### src/rtl/cl_pkg.sv
// Shared op-code definitions for the pipelined combinational logic unit.
// Codes 000-011 keep the legacy 2-bit encodings so old producers still decode correctly.
package cl_pkg;

    localparam int CL_OP_W = 3;

    localparam logic [CL_OP_W-1:0] CL_AND  = 3'b000;
    localparam logic [CL_OP_W-1:0] CL_OR   = 3'b001;
    localparam logic [CL_OP_W-1:0] CL_XOR  = 3'b010;
    localparam logic [CL_OP_W-1:0] CL_NOT  = 3'b011;
    localparam logic [CL_OP_W-1:0] CL_NAND = 3'b100;
    localparam logic [CL_OP_W-1:0] CL_NOR  = 3'b101;
    localparam logic [CL_OP_W-1:0] CL_XNOR = 3'b110;
    localparam logic [CL_OP_W-1:0] CL_PASS = 3'b111;

endpackage

### src/rtl/cl_core.sv
// Purely combinational WIDTH-bit bitwise operation decode (a, b, s -> y).
// Sits between stage 1 and stage 2 of cl_pipe.
module cl_core
    import cl_pkg::*;
#(
    parameter int WIDTH = 8
) (
    input  logic [WIDTH-1:0]   a,
    input  logic [WIDTH-1:0]   b,
    input  logic [CL_OP_W-1:0] s,
    output logic [WIDTH-1:0]   y
);

    always_comb begin
        y = '0;
        case (s)
            CL_AND:  y = a & b;
            CL_OR:   y = a | b;
            CL_XOR:  y = a ^ b;
            CL_NOT:  y = ~a;
            CL_NAND: y = ~(a & b);
            CL_NOR:  y = ~(a | b);
            CL_XNOR: y = ~(a ^ b);
            CL_PASS: y = a;
            default: y = '0;
        endcase
    end

endmodule

### src/rtl/cl_pipe.sv
// Two-stage valid/ready pipeline around cl_core with a consumed-result counter.
// Optional feature: define CL_PARITY_EN to add a registered out_parity output (^out).
module cl_pipe
    import cl_pkg::*;
#(
    parameter int WIDTH   = 8,
    parameter int COUNT_W = 16
) (
    input  logic               clk,
    input  logic               reset,
    input  logic               in_valid,
    output logic               in_ready,
    input  logic [WIDTH-1:0]   a,
    input  logic [WIDTH-1:0]   b,
    input  logic [CL_OP_W-1:0] S,
    output logic               out_valid,
    input  logic               out_ready,
    output logic [WIDTH-1:0]   out,
`ifdef CL_PARITY_EN
    output logic               out_parity,
`endif
    output logic [COUNT_W-1:0] op_count
);

    logic               s1_valid_q, s1_valid_d;
    logic [WIDTH-1:0]   s1_a_q, s1_a_d;
    logic [WIDTH-1:0]   s1_b_q, s1_b_d;
    logic [CL_OP_W-1:0] s1_op_q, s1_op_d;

    logic               out_valid_q, out_valid_d;
    logic [WIDTH-1:0]   out_q, out_d;
    logic [COUNT_W-1:0] count_q, count_d;
`ifdef CL_PARITY_EN
    logic               parity_q, parity_d;
`endif

    logic               s2_adv;
    logic [WIDTH-1:0]   core_y;

    cl_core #(
        .WIDTH (WIDTH)
    ) u_core (
        .a (s1_a_q),
        .b (s1_b_q),
        .s (s1_op_q),
        .y (core_y)
    );

    // Stage 2 frees up whenever it is empty or its result is being taken this cycle.
    always_comb begin
        s2_adv   = !out_valid_q || out_ready;
        in_ready = !reset && (!s1_valid_q || s2_adv);

        s1_valid_d = s1_valid_q;
        s1_a_d     = s1_a_q;
        s1_b_d     = s1_b_q;
        s1_op_d    = s1_op_q;
        if (in_ready) begin
            s1_valid_d = in_valid;
            if (in_valid) begin
                s1_a_d  = a;
                s1_b_d  = b;
                s1_op_d = S;
            end
        end
    end

    // out only changes on a real load so a stalled or drained result stays stable.
    always_comb begin
        out_valid_d = out_valid_q;
        out_d       = out_q;
`ifdef CL_PARITY_EN
        parity_d    = parity_q;
`endif
        if (s2_adv) begin
            out_valid_d = s1_valid_q;
            if (s1_valid_q) begin
                out_d    = core_y;
`ifdef CL_PARITY_EN
                parity_d = ^core_y;
`endif
            end
        end

        count_d = count_q;
        if (out_valid_q && out_ready) begin
            count_d = count_q + COUNT_W'(1);
        end
    end

    always_ff @(posedge clk) begin
        if (reset) begin
            s1_valid_q  <= 1'b0;
            s1_a_q      <= '0;
            s1_b_q      <= '0;
            s1_op_q     <= '0;
            out_valid_q <= 1'b0;
            out_q       <= '0;
            count_q     <= '0;
`ifdef CL_PARITY_EN
            parity_q    <= 1'b0;
`endif
        end else begin
            s1_valid_q  <= s1_valid_d;
            s1_a_q      <= s1_a_d;
            s1_b_q      <= s1_b_d;
            s1_op_q     <= s1_op_d;
            out_valid_q <= out_valid_d;
            out_q       <= out_d;
            count_q     <= count_d;
`ifdef CL_PARITY_EN
            parity_q    <= parity_d;
`endif
        end
    end

    assign out_valid = out_valid_q;
    assign out       = out_q;
    assign op_count  = count_q;
`ifdef CL_PARITY_EN
    assign out_parity = parity_q;
`endif

endmodule

### config.mk
export PLATFORM = sky130hd
export DESIGN_NAME = cl_pipe
export DESIGN_NICKNAME = d
export VERILOG_FILES = /design/src/rtl/cl_pkg.sv /design/src/rtl/cl_core.sv /design/src/rtl/cl_pipe.sv
export SDC_FILE = /design/constraint.sdc
export NUM_CORES = 1
export LEC_CHECK = 0
export ABC_CLOCK_PERIOD_IN_PS = 1700
export BUFFER_PORTS_ARGS = -buffer_cell sky130_fd_sc_hd__buf_4
export CELL_PAD_IN_SITES_DETAIL_PLACEMENT = 1
export CELL_PAD_IN_SITES_GLOBAL_PLACEMENT = 1
export CORE_AREA = 2 2 97 99
export CTS_BUF_LIST = sky130_fd_sc_hd__clkbuf_8
export DETAILED_ROUTE_END_ITERATION = 12
export DIE_AREA = 0 0 99 101
export GPL_ROUTABILITY_DRIVEN = 0
export PLACE_DENSITY = 0.63
export SYNTH_ARGS = -nofsm -noshare
export SYNTH_HDL_FRONTEND = slang
export SYNTH_SLANG_ARGS = --single-unit
### constraint.sdc
create_clock -name clk -period 1.7 [get_ports clk]
set_clock_uncertainty 0.2 [all_clocks]
set_input_delay 0.255 -clock clk [delete_from_list [all_inputs] [get_ports clk]]
set_output_delay 0.255 -clock clk [all_outputs]
set_load 0.1 [all_outputs]
==> PnR_summary.wiki <==
{| class="wikitable"
! Metric !! Value
|-
| Status || complete, but fails checks
|-
| Violated checks || negative setup slack
|-
| Global router's overall resource usage || 0.134
|-
| Main combinational cell family by area after synthesis || simple AND/OR/NAND/NOR gates
|-
| Most used flip-flop cell after synthesis || dfxtp_1
|-
| Number of violations reported at the end of detailed-routing iteration 0 || 30
|-
| Final number of max-transition violations || 0
|-
| Num CTS Buffers || 5
|-
| Worst setup slack before clock tree synthesis || -134 ps
|-
| Final cell count without fillers || roughly 490
|-
| Delay of the slowest cell on the worst path || approximately 350 ps
|-
| Slew of the pin with the lowest slew margin || approximately 310 ps
|-
| Kind of start point of the critical path || register
|-
| Most frequent standard cell in the layout excluding fill and tap cells || buf_4
|-
| Period utilization || 1.01
|-
| Total of warnings raised by yosys || 0
|-
| Instance area at placement || 3170 µm²
|-
| Clock transition at path regs || approximately 90 ps
|-
| Overall die height || 101 µm
|-
| Slowest stage cell, crit path || dfxtp_2
|-
| Req. time, crit path || about 1700 ps
|-
| Post-Syn Area per Cell || around 8.3 µm²
|-
| Critical path's top delay family || simple AND/OR/NAND/NOR gates
|-
| Antenna diode count || 0
|-
| Total placed cells including tap cells || around 460
|-
| LEAKAGE || 1.50 nW
|-
| Placed wire-length estimate || around 4600 µm
|-
| Cell area power density || about 730 nW/µm²
|-
| Fill count || ~1000
|-
| Total iterations of the first detailed-routing run || 4
|-
| Final nets || 420
|-
| Post-synth ARST share || 0
|-
| Port Buffers || 48
|-
| CP endpoint kind || register
|-
| Post-layout worst setup margin || -23.4 ps
|-
| Area growth from synthesis to layout || 45.4%
|-
| Post-synthesis simple-gate area fraction || 0.192
|-
| Core Region || 8980 µm²
|-
| Mapped Nets || around 340
|-
| IO Count || 49
|-
| Setup Crit Path Kind || register to register
|-
| Post-synthesis cell area || approximately 2500 µm²
|-
| Number of library cell types mapped by synthesis || 34
|-
| Area of combinational cells with multiple inputs || between 1000 and 1500 µm²
|-
| Post-detailed-route DRC marker count || 0
|-
| FF-to-FF setup slack || -20 ps
|-
| Final setup violation count || 1
|-
| Largest net degree at the start of global routing || 39
|-
| Wire length of the first global-routing pass || roughly 11000 µm
|-
| Pwr Total || around 2.6 mW
|-
| Fraction of the yosys area taken by sequential cells || 0.366
|-
| Compound-gate portion of the synthesized area || 0.154
|-
| Initial antenna violation count || 0
|-
| Number of failing hold endpoints at the final stage || 0
|-
| Commonest cells after routing, fill and taps aside || 68 x buf_4, 38 x inv_1, 33 x o21ai_1
|-
| Overall overflow remaining after global route || 0
|-
| Adder-cell share of the synthesized area || 0.0863
|-
| XOR/XNOR Fraction of Synth Area || 0.0889
|-
| Clock insertion delay at the later pin of the skew report || roughly 310 ps
|-
| Total number of H-tree levels || 2
|-
| Uppermost layer routed || met4
|-
| CTS Sinks || 45
|-
| Via count of the first global-routing pass || about 2300
|-
| Critical Path Fanout Max || 2
|-
| Wire length on met1 || 2900 µm
|-
| Post-synthesis sequential element count || between 40 and 50
|-
| Number of enable flip-flop cells after synthesis || 0
|-
| Design area || between 3000 and 4000 µm²
|-
| Initial Util || 0.274
|-
| Total length of routed met3 wires || around 250 µm
|-
| Cell chosen for the clock root || clkbuf_8
|-
| Storage cell area || between 900 and 1000 µm²
|-
| Deepest clock path buffer count || 2
|-
| Clock tree from TritonCTS || yes
|-
| Layout Utilization || 0.399
|-
| Count of vias placed by the detailed router || 2298
|-
| Max-Cap Viols || 0
|-
| Hold WC Path Type || input pin to register
|-
| Mux contribution to synthesized area || 0.0284
|-
| Row count || 35
|-
| Worst slew margin relative to its limit || 0.794
|-
| Post-detailed-route count of antenna-violating nets || 0
|-
| Number of instances in the synthesized netlist || 296
|-
| Detail Route met2 WL || ~3200 µm
|-
| DIE WIDTH || slightly below 100 µm
|-
| Peak clock frequency supported by timing || ~580 MHz
|-
| Setup repair after global routing missed its margin || yes
|-
| Per-cell via count in the routed design || 4.67
|-
| Critical path data arrival time || approximately 1700 ps
|-
| Fraction of final layout cells sized beyond drive strength 1 || 0.304
|-
| Maximum vdd ir drop || 0.281 mV
|-
| Crit path buf inv count || 1
|-
| Overall die area || 10000 µm²
|-
| Cells along the critical path || inv_2 > ha_4 > nor2b_4 > or3_1 > a31o_1 > a32o_1
|-
| Final critical path time including I/O delays and setup || between 1500 and 2000 ps
|-
| Average wire length per cell after detail routing || between 10 and 15 µm
|-
| Final Routed Wirelength || 6430 µm
|}
through the flow:
| stage | TNS (ps) | hold WS, ps |
|---|---|---|
| after floorplan | -1430 | 172 |
| after global placement | -84.2 | 238 |
| after detailed placement | -134 | 243 |
| after CTS | -67.6 | 40.5 |
| after global routing | -190 | 45.6 |
| final | -23.4 | 44.6 |
cell type report:
type / instances / share of cell area
Clock buffer: 6 / 0.0231
Inverter: 39 / 0.0409
Sequential cell: 45 / 0.269
Timing Repair Buffer: 91 / 0.211
Multi-Input combinational cell: 198 / 0.407
Tap cell: 111 / 0.0388
Clock inverter: 2 / 0.0105
repair_timing:
| action | 4_1_cts | 5_1_grt |
|---|---|---|
| setup buffers | 1 | 2 |
| hold buffers | 20 | 0 |
| endpoints found under the hold margin | 20 | 0 |
| endpoints found under the setup margin | 2 | 8 |
| resized for setup | 9 | 8 |
| pin swaps | 5 | 4 |
final timing paths:
path	endpoint	cells after the start	startpoint
hold reg to reg	out[4]	2	out[4]
hold / removal	op_count[11]	2	reset
setup / recovery	out[6]	6	s1_b_q[6]
setup reg to reg	out[6]	6	s1_b_q[6]
routing by layer:
metal	track usage	vias to the layer above
met2	0.242	39
met3	0.0347	5
met1	0.160	1078
met5	0	-
met4	0.0316	0
li1	-	1176
power by group:
part | total (mW) | internal [mW] | switching [mW]
clock | 0.888 | 0.479 | 0.410
sequential | 1.13 | 1.08 | 0.0447
combinational | 0.604 | 0.268 | 0.337
total | 2.62 | 1.83 | 0.791
state kept, by name (all words and copies together) (netlist names):
signal      count
op_count       16
out_valid       1
s1_op_q         3
s1_a_q          8
out             8
s1_valid_q      1
s1_b_q          8
kinds of logic (layout without fill, tap and decap cells):
kind of cell / after synthesis / after routing
compound gates: 66 / 66
buf+inv: 53 / 138
simple gates: 83 / 83
flops: 45 / 45
fa+ha+maj: 17 / 17
xor+xnor: 25 / 25
mux: 7 / 7
cell usage after synthesis (2+ instances only):
cell	count	area share
a21oi_1	16	0.033
a221oi_1	7	0.025
a31o_1	2	0.0071
and3_1	3	0.0076
buf_2	6	0.012
clkbuf_1	8	0.012
dfxtp_1	45	0.37
ha_1	17	0.086
inv_1	39	0.059
mux2i_1	7	0.028
nand2_1	12	0.018
nand2b_1	2	0.0051
nand3_1	9	0.018
nand3b_1	19	0.058
nand4_1	2	0.0051
nor2_1	15	0.023
nor2b_1	2	0.0051
nor3_1	3	0.0061
nor4_1	5	0.013
o21ai_0	3	0.0061
o21ai_1	33	0.067
o31ai_1	2	0.0061
or3_1	4	0.010
or4_1	2	0.0061
xnor2_1	13	0.046
xor2_1	12	0.043
(Power assumes the default switching activity.)
